<file path="src/rtl/axi_lite_arbiter_2to1_if.sv">
// AXI4-Lite channel bundle shared by the arbiter's upstream and downstream ports.
// The s modport is the slave-facing view and the m modport is the master-facing view.
interface axi4_lite_if #(
  parameter int ADDR_W = 32,
  parameter int DATA_W = 32
);
  logic [ADDR_W-1:0]   awaddr;
  logic [2:0]          awprot;
  logic                awvalid;
  logic                awready;

  logic [DATA_W-1:0]   wdata;
  logic [DATA_W/8-1:0] wstrb;
  logic                wvalid;
  logic                wready;

  logic [1:0]          bresp;
  logic                bvalid;
  logic                bready;

  logic [ADDR_W-1:0]   araddr;
  logic [2:0]          arprot;
  logic                arvalid;
  logic                arready;

  logic [DATA_W-1:0]   rdata;
  logic [1:0]          rresp;
  logic                rvalid;
  logic                rready;

  modport s (
    input  awaddr, awprot, awvalid,
    output awready,
    input  wdata, wstrb, wvalid,
    output wready,
    output bresp, bvalid,
    input  bready,
    input  araddr, arprot, arvalid,
    output arready,
    output rdata, rresp, rvalid,
    input  rready
  );

  modport m (
    output awaddr, awprot, awvalid,
    input  awready,
    output wdata, wstrb, wvalid,
    input  wready,
    input  bresp, bvalid,
    output bready,
    output araddr, arprot, arvalid,
    input  arready,
    input  rdata, rresp, rvalid,
    output rready
  );
endinterface

</file>
<file path="src/rtl/axi_lite_arbiter_2to1.sv">
// Two-master to one-slave AXI4-Lite arbiter: one transaction at a time, 4-way round robin
// over {s0 write, s0 read, s1 write, s1 read}, channels forwarded combinationally once granted.
module axi_lite_arbiter_2to1 #(
  parameter int ADDR_W = 32,
  parameter int DATA_W = 32
) (
  input  logic   aclk,
  input  logic   areset,
  axi4_lite_if.s s0,
  axi4_lite_if.s s1,
  axi4_lite_if.m m
);
  localparam int STRB_W = DATA_W / 8;

  typedef enum logic [2:0] {
    IDLE,
    WR_XFER,
    WR_RESP,
    RD_ADDR,
    RD_RESP
  } state_t;

  state_t      state;
  logic [1:0]  rr_ptr;
  logic        gnt;
  logic        aw_done;
  logic        w_done;

  logic [3:0]  req;
  logic        pick_valid;
  logic [1:0]  pick_idx;

  logic        in_wx;
  logic        in_wb;
  logic        in_ra;
  logic        in_rr;

  logic        aw_hs;
  logic        w_hs;
  logic        b_hs;
  logic        ar_hs;
  logic        r_hs;

  logic [ADDR_W-1:0] g_awaddr;
  logic [2:0]        g_awprot;
  logic              g_awvalid;
  logic [DATA_W-1:0] g_wdata;
  logic [STRB_W-1:0] g_wstrb;
  logic              g_wvalid;
  logic              g_bready;
  logic [ADDR_W-1:0] g_araddr;
  logic [2:0]        g_arprot;
  logic              g_arvalid;
  logic              g_rready;

  // Only AW and AR raise requests; a lone W waits until its AW arrives.
  assign req = {s1.arvalid, s1.awvalid, s0.arvalid, s0.awvalid};

  // Scan downwards so the candidate closest to rr_ptr is the one left standing.
  always_comb begin
    logic [1:0] cand;
    pick_valid = 1'b0;
    pick_idx   = rr_ptr;
    cand       = rr_ptr;
    for (int i = 3; i >= 0; i--) begin
      cand = rr_ptr + 2'(i);
      if (req[cand]) begin
        pick_valid = 1'b1;
        pick_idx   = cand;
      end
    end
  end

  always_comb begin
    if (gnt) begin
      g_awaddr  = s1.awaddr;
      g_awprot  = s1.awprot;
      g_awvalid = s1.awvalid;
      g_wdata   = s1.wdata;
      g_wstrb   = s1.wstrb;
      g_wvalid  = s1.wvalid;
      g_bready  = s1.bready;
      g_araddr  = s1.araddr;
      g_arprot  = s1.arprot;
      g_arvalid = s1.arvalid;
      g_rready  = s1.rready;
    end else begin
      g_awaddr  = s0.awaddr;
      g_awprot  = s0.awprot;
      g_awvalid = s0.awvalid;
      g_wdata   = s0.wdata;
      g_wstrb   = s0.wstrb;
      g_wvalid  = s0.wvalid;
      g_bready  = s0.bready;
      g_araddr  = s0.araddr;
      g_arprot  = s0.arprot;
      g_arvalid = s0.arvalid;
      g_rready  = s0.rready;
    end
  end

  assign in_wx = (state == WR_XFER);
  assign in_wb = (state == WR_RESP);
  assign in_ra = (state == RD_ADDR);
  assign in_rr = (state == RD_RESP);

  // Downstream valids depend only on state and the granted master, never on m ready.
  assign m.awaddr  = in_wx ? g_awaddr : '0;
  assign m.awprot  = in_wx ? g_awprot : '0;
  assign m.awvalid = in_wx && !aw_done && g_awvalid;
  assign m.wdata   = in_wx ? g_wdata : '0;
  assign m.wstrb   = in_wx ? g_wstrb : '0;
  assign m.wvalid  = in_wx && !w_done && g_wvalid;
  assign m.bready  = in_wb && g_bready;
  assign m.araddr  = in_ra ? g_araddr : '0;
  assign m.arprot  = in_ra ? g_arprot : '0;
  assign m.arvalid = in_ra && g_arvalid;
  assign m.rready  = in_rr && g_rready;

  assign aw_hs = m.awvalid && m.awready;
  assign w_hs  = m.wvalid && m.wready;
  assign b_hs  = m.bvalid && m.bready;
  assign ar_hs = m.arvalid && m.arready;
  assign r_hs  = m.rvalid && m.rready;

  assign s0.awready = in_wx && !gnt && !aw_done && m.awready;
  assign s0.wready  = in_wx && !gnt && !w_done && m.wready;
  assign s0.bvalid  = in_wb && !gnt && m.bvalid;
  assign s0.bresp   = (in_wb && !gnt) ? m.bresp : 2'b00;
  assign s0.arready = in_ra && !gnt && m.arready;
  assign s0.rvalid  = in_rr && !gnt && m.rvalid;
  assign s0.rdata   = (in_rr && !gnt) ? m.rdata : '0;
  assign s0.rresp   = (in_rr && !gnt) ? m.rresp : 2'b00;

  assign s1.awready = in_wx && gnt && !aw_done && m.awready;
  assign s1.wready  = in_wx && gnt && !w_done && m.wready;
  assign s1.bvalid  = in_wb && gnt && m.bvalid;
  assign s1.bresp   = (in_wb && gnt) ? m.bresp : 2'b00;
  assign s1.arready = in_ra && gnt && m.arready;
  assign s1.rvalid  = in_rr && gnt && m.rvalid;
  assign s1.rdata   = (in_rr && gnt) ? m.rdata : '0;
  assign s1.rresp   = (in_rr && gnt) ? m.rresp : 2'b00;

  // The downstream slave shares areset, so a reset mid-transaction needs no drain.
  always_ff @(posedge aclk) begin
    if (areset) begin
      state   <= IDLE;
      rr_ptr  <= 2'd0;
      gnt     <= 1'b0;
      aw_done <= 1'b0;
      w_done  <= 1'b0;
    end else begin
      case (state)
        IDLE: begin
          if (pick_valid) begin
            gnt    <= pick_idx[1];
            rr_ptr <= pick_idx + 2'd1;
            state  <= pick_idx[0] ? RD_ADDR : WR_XFER;
          end
        end
        WR_XFER: begin
          if ((aw_done || aw_hs) && (w_done || w_hs)) begin
            state   <= WR_RESP;
            aw_done <= 1'b0;
            w_done  <= 1'b0;
          end else begin
            if (aw_hs) aw_done <= 1'b1;
            if (w_hs)  w_done  <= 1'b1;
          end
        end
        WR_RESP: begin
          if (b_hs) state <= IDLE;
        end
        RD_ADDR: begin
          if (ar_hs) state <= RD_RESP;
        end
        RD_RESP: begin
          if (r_hs) state <= IDLE;
        end
        default: state <= IDLE;
      endcase
    end
  end
endmodule

</file>
<file path="src/flat_wrapper.sv">
// flat-port wrapper written by rule: the top's interface ports become plain ports
module axi_lite_arbiter_2to1_flat 
#(
  parameter int ADDR_W = 32,
  parameter int DATA_W = 32
)
  (aclk, areset, s0_awaddr, s0_awprot, s0_awvalid, s0_awready, s0_wdata, s0_wstrb, s0_wvalid, s0_wready, s0_bresp, s0_bvalid, s0_bready, s0_araddr, s0_arprot, s0_arvalid, s0_arready, s0_rdata, s0_rresp, s0_rvalid, s0_rready, s1_awaddr, s1_awprot, s1_awvalid, s1_awready, s1_wdata, s1_wstrb, s1_wvalid, s1_wready, s1_bresp, s1_bvalid, s1_bready, s1_araddr, s1_arprot, s1_arvalid, s1_arready, s1_rdata, s1_rresp, s1_rvalid, s1_rready, m_awaddr, m_awprot, m_awvalid, m_awready, m_wdata, m_wstrb, m_wvalid, m_wready, m_bresp, m_bvalid, m_bready, m_araddr, m_arprot, m_arvalid, m_arready, m_rdata, m_rresp, m_rvalid, m_rready);
  axi4_lite_if #(.ADDR_W(ADDR_W), .DATA_W(DATA_W)) s0_i ();
  axi4_lite_if #(.ADDR_W(ADDR_W), .DATA_W(DATA_W)) s1_i ();
  axi4_lite_if #(.ADDR_W(ADDR_W), .DATA_W(DATA_W)) m_i ();
  input  logic aclk;
  input  logic areset;
  input wire logic [$bits(s0_i.awaddr)-1:0] s0_awaddr;
  input wire logic [$bits(s0_i.awprot)-1:0] s0_awprot;
  input wire logic [$bits(s0_i.awvalid)-1:0] s0_awvalid;
  output wire logic [$bits(s0_i.awready)-1:0] s0_awready;
  input wire logic [$bits(s0_i.wdata)-1:0] s0_wdata;
  input wire logic [$bits(s0_i.wstrb)-1:0] s0_wstrb;
  input wire logic [$bits(s0_i.wvalid)-1:0] s0_wvalid;
  output wire logic [$bits(s0_i.wready)-1:0] s0_wready;
  output wire logic [$bits(s0_i.bresp)-1:0] s0_bresp;
  output wire logic [$bits(s0_i.bvalid)-1:0] s0_bvalid;
  input wire logic [$bits(s0_i.bready)-1:0] s0_bready;
  input wire logic [$bits(s0_i.araddr)-1:0] s0_araddr;
  input wire logic [$bits(s0_i.arprot)-1:0] s0_arprot;
  input wire logic [$bits(s0_i.arvalid)-1:0] s0_arvalid;
  output wire logic [$bits(s0_i.arready)-1:0] s0_arready;
  output wire logic [$bits(s0_i.rdata)-1:0] s0_rdata;
  output wire logic [$bits(s0_i.rresp)-1:0] s0_rresp;
  output wire logic [$bits(s0_i.rvalid)-1:0] s0_rvalid;
  input wire logic [$bits(s0_i.rready)-1:0] s0_rready;
  input wire logic [$bits(s1_i.awaddr)-1:0] s1_awaddr;
  input wire logic [$bits(s1_i.awprot)-1:0] s1_awprot;
  input wire logic [$bits(s1_i.awvalid)-1:0] s1_awvalid;
  output wire logic [$bits(s1_i.awready)-1:0] s1_awready;
  input wire logic [$bits(s1_i.wdata)-1:0] s1_wdata;
  input wire logic [$bits(s1_i.wstrb)-1:0] s1_wstrb;
  input wire logic [$bits(s1_i.wvalid)-1:0] s1_wvalid;
  output wire logic [$bits(s1_i.wready)-1:0] s1_wready;
  output wire logic [$bits(s1_i.bresp)-1:0] s1_bresp;
  output wire logic [$bits(s1_i.bvalid)-1:0] s1_bvalid;
  input wire logic [$bits(s1_i.bready)-1:0] s1_bready;
  input wire logic [$bits(s1_i.araddr)-1:0] s1_araddr;
  input wire logic [$bits(s1_i.arprot)-1:0] s1_arprot;
  input wire logic [$bits(s1_i.arvalid)-1:0] s1_arvalid;
  output wire logic [$bits(s1_i.arready)-1:0] s1_arready;
  output wire logic [$bits(s1_i.rdata)-1:0] s1_rdata;
  output wire logic [$bits(s1_i.rresp)-1:0] s1_rresp;
  output wire logic [$bits(s1_i.rvalid)-1:0] s1_rvalid;
  input wire logic [$bits(s1_i.rready)-1:0] s1_rready;
  output wire logic [$bits(m_i.awaddr)-1:0] m_awaddr;
  output wire logic [$bits(m_i.awprot)-1:0] m_awprot;
  output wire logic [$bits(m_i.awvalid)-1:0] m_awvalid;
  input wire logic [$bits(m_i.awready)-1:0] m_awready;
  output wire logic [$bits(m_i.wdata)-1:0] m_wdata;
  output wire logic [$bits(m_i.wstrb)-1:0] m_wstrb;
  output wire logic [$bits(m_i.wvalid)-1:0] m_wvalid;
  input wire logic [$bits(m_i.wready)-1:0] m_wready;
  input wire logic [$bits(m_i.bresp)-1:0] m_bresp;
  input wire logic [$bits(m_i.bvalid)-1:0] m_bvalid;
  output wire logic [$bits(m_i.bready)-1:0] m_bready;
  output wire logic [$bits(m_i.araddr)-1:0] m_araddr;
  output wire logic [$bits(m_i.arprot)-1:0] m_arprot;
  output wire logic [$bits(m_i.arvalid)-1:0] m_arvalid;
  input wire logic [$bits(m_i.arready)-1:0] m_arready;
  input wire logic [$bits(m_i.rdata)-1:0] m_rdata;
  input wire logic [$bits(m_i.rresp)-1:0] m_rresp;
  input wire logic [$bits(m_i.rvalid)-1:0] m_rvalid;
  output wire logic [$bits(m_i.rready)-1:0] m_rready;
  assign s0_i.awaddr = s0_awaddr;
  assign s0_i.awprot = s0_awprot;
  assign s0_i.awvalid = s0_awvalid;
  assign s0_awready = s0_i.awready;
  assign s0_i.wdata = s0_wdata;
  assign s0_i.wstrb = s0_wstrb;
  assign s0_i.wvalid = s0_wvalid;
  assign s0_wready = s0_i.wready;
  assign s0_bresp = s0_i.bresp;
  assign s0_bvalid = s0_i.bvalid;
  assign s0_i.bready = s0_bready;
  assign s0_i.araddr = s0_araddr;
  assign s0_i.arprot = s0_arprot;
  assign s0_i.arvalid = s0_arvalid;
  assign s0_arready = s0_i.arready;
  assign s0_rdata = s0_i.rdata;
  assign s0_rresp = s0_i.rresp;
  assign s0_rvalid = s0_i.rvalid;
  assign s0_i.rready = s0_rready;
  assign s1_i.awaddr = s1_awaddr;
  assign s1_i.awprot = s1_awprot;
  assign s1_i.awvalid = s1_awvalid;
  assign s1_awready = s1_i.awready;
  assign s1_i.wdata = s1_wdata;
  assign s1_i.wstrb = s1_wstrb;
  assign s1_i.wvalid = s1_wvalid;
  assign s1_wready = s1_i.wready;
  assign s1_bresp = s1_i.bresp;
  assign s1_bvalid = s1_i.bvalid;
  assign s1_i.bready = s1_bready;
  assign s1_i.araddr = s1_araddr;
  assign s1_i.arprot = s1_arprot;
  assign s1_i.arvalid = s1_arvalid;
  assign s1_arready = s1_i.arready;
  assign s1_rdata = s1_i.rdata;
  assign s1_rresp = s1_i.rresp;
  assign s1_rvalid = s1_i.rvalid;
  assign s1_i.rready = s1_rready;
  assign m_awaddr = m_i.awaddr;
  assign m_awprot = m_i.awprot;
  assign m_awvalid = m_i.awvalid;
  assign m_i.awready = m_awready;
  assign m_wdata = m_i.wdata;
  assign m_wstrb = m_i.wstrb;
  assign m_wvalid = m_i.wvalid;
  assign m_i.wready = m_wready;
  assign m_i.bresp = m_bresp;
  assign m_i.bvalid = m_bvalid;
  assign m_bready = m_i.bready;
  assign m_araddr = m_i.araddr;
  assign m_arprot = m_i.arprot;
  assign m_arvalid = m_i.arvalid;
  assign m_i.arready = m_arready;
  assign m_i.rdata = m_rdata;
  assign m_i.rresp = m_rresp;
  assign m_i.rvalid = m_rvalid;
  assign m_rready = m_i.rready;
  axi_lite_arbiter_2to1 #(.ADDR_W(ADDR_W), .DATA_W(DATA_W)) u_core (.aclk(aclk), .areset(areset), .s0(s0_i), .s1(s1_i), .m(m_i));
endmodule
</file>
<file path="config.mk">
export PLATFORM = sky130hd
export DESIGN_NAME = axi_lite_arbiter_2to1_flat
export DESIGN_NICKNAME = d
export VERILOG_FILES = /design/src/rtl/axi_lite_arbiter_2to1_if.sv /design/src/rtl/axi_lite_arbiter_2to1.sv /design/src/flat_wrapper.sv
export SDC_FILE = /design/constraint.sdc
export NUM_CORES = 1
export LEC_CHECK = 0
export BUFFER_PORTS_ARGS = -buffer_cell sky130_fd_sc_hd__buf_2
export CAP_MARGIN = 40
export CELL_PAD_IN_SITES_DETAIL_PLACEMENT = 0
export CELL_PAD_IN_SITES_GLOBAL_PLACEMENT = 1
export CORE_AREA = 2 2 179 181
export DETAILED_ROUTE_END_ITERATION = 8
export DIE_AREA = 0 0 181 183
export HOLD_SLACK_MARGIN = 0.12
export PLACE_DENSITY_LB_ADDON = 0.1
export SLEW_MARGIN = 10
export SYNTH_ARGS = -nofsm -noshare
export SYNTH_HDL_FRONTEND = slang
export SYNTH_SLANG_ARGS = --single-unit
export TNS_END_PERCENT = 100
</file>
<file path="constraint.sdc">
create_clock -name aclk -period 1.9 [get_ports aclk]
set_clock_uncertainty 0.05 [all_clocks]
set_input_delay 0 -clock aclk [delete_from_list [all_inputs] [get_ports aclk]]
set_output_delay 0 -clock aclk [all_outputs]
set_load 0.02 [all_outputs]
</file>
* After elaboration in Yosys (flattened, before gate mapping) *
Index checks and enable logic that the tools add are counted.

storage, ports and cells
  register bits after elaboration = 8
  logic and storage cells = 119
  input bits = 265

cells by class
  order comparisons = 4
  equality and inequality tests = 9
  multiplexer cells = 50
  reductions and logical operators = 47
  $add $sub $neg = 4

operators by type and width
  cell                   number
  $mux W32               8
  $logic_and A1 B1 Y1    35
  $mux W3                9
  $mux W2                9
  $mux W1                17
  $pmux W3 S5            1
  $lt A2 B3 Y1 const B   4
  $bmux W1 S2            4
  $mux W4                2
  $ne A2 B2 Y1 const B   4
  $eq A3 B2 Y1 const B   2
  $reduce_and A2 Y1      3
  $reduce_and A5 Y1      1
  $add A2 B1 Y2 const B  2
  $add A2 B2 Y2 const B  2
  $reduce_bool A2 Y1     2
  $eq A3 B1 Y1 const B   1
  $eq A3 B3 Y1 const B   1
  $logic_not A1 Y1       3
  $logic_not A3 Y1       1
  $logic_or A1 B1 Y1     2
  $ne A2 B1 Y1 const B   1

* Logic depth before layout (Yosys ltp) *
  depth in word-level cells = 10
  gate-level depth with buffers = 6

* Worst setup path before layout *
Ideal clock, no wire load.

  path kind = register -> output
  from = register u_core.state[1]
  to = output s0_awready
  arrival = 1.708 ns
  setup slack = 0.142 ns
  cell stages (with the launch flop) = 6
  cell sequence = dfxtp_1 > buf_2 > or3b_1 > buf_2 > buf_2 > nor4_1

between the ends
  cells in the longest elaborated chain, start to end = 4

RTL lines
  what                               RTL line                      text
  start: declaration                 axi_lite_arbiter_2to1.sv:23   state_t state;
  start signal: assignment           axi_lite_arbiter_2to1.sv:158  state <= pick_idx[0] ? RD_ADDR : WR_XFER;
  $eq A3 B1 Y1                       axi_lite_arbiter_2to1.sv:102  assign in_wx = (state == WR_XFER);
  $logic_and A1 B1 Y1 (3 in series)  axi_lite_arbiter_2to1.sv:126  assign s0.awready = in_wx && !gnt && !aw_done && m.awready;
  end: declaration                   flat_wrapper.sv:16            output wire logic [$bits(s0_i.awready)-1:0] s0_awready;

No other way between the ends.

* Worst setup path in the final report *
  from = register u_core.state[0]
  to = output m_wdata[31]

between the ends
  cells in the longest elaborated chain, start to end = 2

RTL lines
  what              RTL line                      text
  $eq A3 B1 Y1      axi_lite_arbiter_2to1.sv:102
  $mux W32          axi_lite_arbiter_2to1.sv:111  assign m.wdata = in_wx ? g_wdata : '0;
  end: declaration  flat_wrapper.sv:55            output wire logic [$bits(m_i.wdata)-1:0] m_wdata;

No other way between the ends.

==> summary.txt <==
Clocking
  – Worst skew pair latency: 0.23 ns
  – Cts bufs inserted: 3
  – CTS tree: built
  – CTS root buf: clkbuf_16
  – Clock sink count: 8
  – H-tree Lvls: 1
  – Worst-path clk slew: 0.04 ns
  – CTS max path bufs: 2

Power
  – Leak Pwr: 3.164 nW
  – Part of the power in registers: 0.089
  – Maximum vdd ir drop: 0.0002927 V
  – Comb power frac: 0.794
  – Power Density: 548.8 mW/mm^2
  – Switch Pwr: 1.586 mW
  – Clock Power Share: 0.117
  – P_int: between 1.5 and 2 mW
  – Pwr Total: 3.107 mW
  – Switching share of power: 0.5106

STA
  – Final setup margin: 0.1127 ns
  – Final hold violations: 0
  – Rel. slew slack: 0.5387
  – Max Slew Vio Count: 0
  – Worst-Margin Slew: ~0.7 ns
  – Unrepaired setup endpoints after global routing: no
  – Period utilization: 0.9407
  – Total negative slack: 0 ns
  – Fmax: 559.5 MHz
  – Endpoints failing setup: 0
  – Min Tclk post-route: 1.787 ns

Global routing
  – Initial antenna violation count: 2
  – Vias in the first global route: ~4,500
  – GRT Overall Usage: 0.1019
  – Grt ovf: 0
  – Largest net degree at the start of global routing: 71
  – First-pass GRT wire length: 26.28 mm

Setup path
  – Startpoint types: flop
  – Crit-path max FO: 70
  – Slowest CP cell: or3b_4
  – Worst Setup End Kind: primary output
  – Critical path type: reg2out
  – Required @ worst endpoint: approximately 1.9 ns
  – Worst path cell trace: or3b_4, buf_12, nor2_1, buf_2
  – CP max stage delay: 0.45 ns
  – Crit path DAT: approximately 1.7 ns

Place
  – Placement Cell Area: 0.005509 sq mm
  – Final Wtd Congestion: about 0.70
  – DP Worst Slack: 0.2540 ns
  – Detailed placement HPWL: 16.18 mm
  – Placed cells: about 1,200
  – IO Port Bufs: 457

Layout
  – Fraction of layout cells with a size suffix above 1: 0.5662
  – Nets: 1,112
  – Area Growth Syn to Fin: 107.9%
  – Fin area: 0.005660 sq mm
  – Post-Layout Cell Count: ~1,200

Synthesis
  – Syn_area_per_cell: 6.722 sq um
  – Synth cell types: 39
  – Synth Instances: 405
  – Yosys warnings: 0
  – Commonest cells post-synth: 120 x nor2_1, 109 x mux2i_1, 72 x and2_1
  – Count leader, synth: nor2_1
  – Leading register cell type out of synthesis: dfxtp_1
  – EDFF count, synth: 0
  – Cell Area, Synth: 0.002723 sq mm
  – Top post-synthesis cells by area: mux2i_1 40%, and2_1 17%, nor2_1 17%
  – Area leader, netlist: mux2i_1
  – Async SR Flop Fraction: 0
  – Syn Nets: 670
  – Area fraction of the dominant cell type after synthesis: 0.4007
  – Yosys reg bits: 8
  – Sequential area share after synthesis: 0.05882

Floorplan
  – Placeable Area: approximately 0.031 sq mm
  – DIE AREA: 0.03312 sq mm
  – Num rows: 65
  – Initial Util: 0.08718
  – Die height: between 150 and 200 um
  – Die W: 181 um
  – I/O Pins: 458

Drt
  – Vias/cell: between 3 and 4
  – Routed len/inst: 15.25 um
  – DR vias: about 4,500
  – DR pass1 iterations: 4
  – Detail Route Antenna Nets: 0
  – Post-Route WL: ~19 mm
  – DR iter-0 viols: 116
  – DRC: 0

Run status
  – Status: finished clean

Worst hold path
  – Hold Path Class: in2reg

Flow run
  – Max_cap viols: 0
power by group through the flow:
stage          Sequential [mW]  Clock, mW  Combinational [mW]
4_1_cts                  0.271      0.370                2.48
6_report                 0.277      0.364                2.47
5_1_grt                  0.289      0.377                2.68
3_5_place_dp             0.274          0                2.47
3_3_place_gp             0.276          0                2.50
2_1_floorplan            0.229          0                1.58
state kept, by name, summed over array words and instances, names as in the netlist:
register        cells
u_core.rr_ptr       2
u_core.aw_done      1
u_core.state        3
u_core.w_done       1
u_core.gnt          1
repair_timing:
item                                    CTS  global route
hold buffers                              3             0
hold endpoints to repair                  8             0
setup buffers                             0             1
gates resized for setup                   0             1
endpoints found under the setup margin    0             8
area by class of cell:
type	instances	area (sq um)
Sequential cell	8	163.9
Tap cell	402	503.0
Multi-Input combinational cell	358	2397
Timing Repair Buffer	470	2492
Clock buffer	4	78.83
Antenna cell	1	2.502
Inverter	6	22.52
Fill cell	3690	25570
cell usage in the layout (no fill, tap or decap), drive strengths merged, types with 3 or more instances in the layout:
master,n
buf,466
nor2,120
mux2i,109
and2,72
dfxtp,8
and3,6
inv,6
nor4,6
nor3,5
a21oi,5
clkbuf,5
nor2b,4
nor3b,3
dlygate4sd3,3
mux2,3
o21ai,3
final timing paths:
check | from | slack, ns | cells past startpoint | end
max reg2reg | u_core.gnt | 0.29 | 5 | u_core.state[1]
max | u_core.state[0] | 0.11 | 4 | m_wdata[31]
min | m_arready | 0.15 | 4 | u_core.state[2]
min reg2reg | u_core.rr_ptr[0] | 0.48 | 2 | u_core.rr_ptr[0]
kinds of logic (layout without fill, tap and decap cells):
family,Yosys count,count (layout),synth area share
simple gates,224,224,0.4058
compound gates,21,21,0.05744
other cells,0,1,0
mux,112,112,0.4131
flops,8,8,0.05882
xor+xnor,1,1,0.003217
buf+inv,39,480,0.06158
through the flow:
stage / hold WS [ns] / utilization
2_1_floorplan: 0.09586 / -
3_3_place_gp: 0.2661 / 0.1764
3_5_place_dp: 0.2540 / 0.1764
4_1_cts: 0.1728 / 0.1799
5_1_grt: 0.2129 / 0.1813
6_report: 0.1475 / 0.1813
critical path, delay by kind of cell (launching register included):
family / cells / cell delay (ns)
buffers and inverters: 2 / 0.40
flip-flops: 1 / 0.42
AND/OR/NAND/NOR: 2 / 0.64
per-layer routing:
layer / routed length, um / vias up / share of wire / GRT usage
met5: 0 / - / 0 / 0
met2: 10820 / 250 / 0.57 / 0.2215
met4: 215 / 0 / 0.011 / 0.01431
met3: 1581 / 17 / 0.083 / 0.02105
li1: - / 2247 / - / -
met1: 6429 / 1948 / 0.34 / 0.09815
Power figures use the tool's default switching activity.
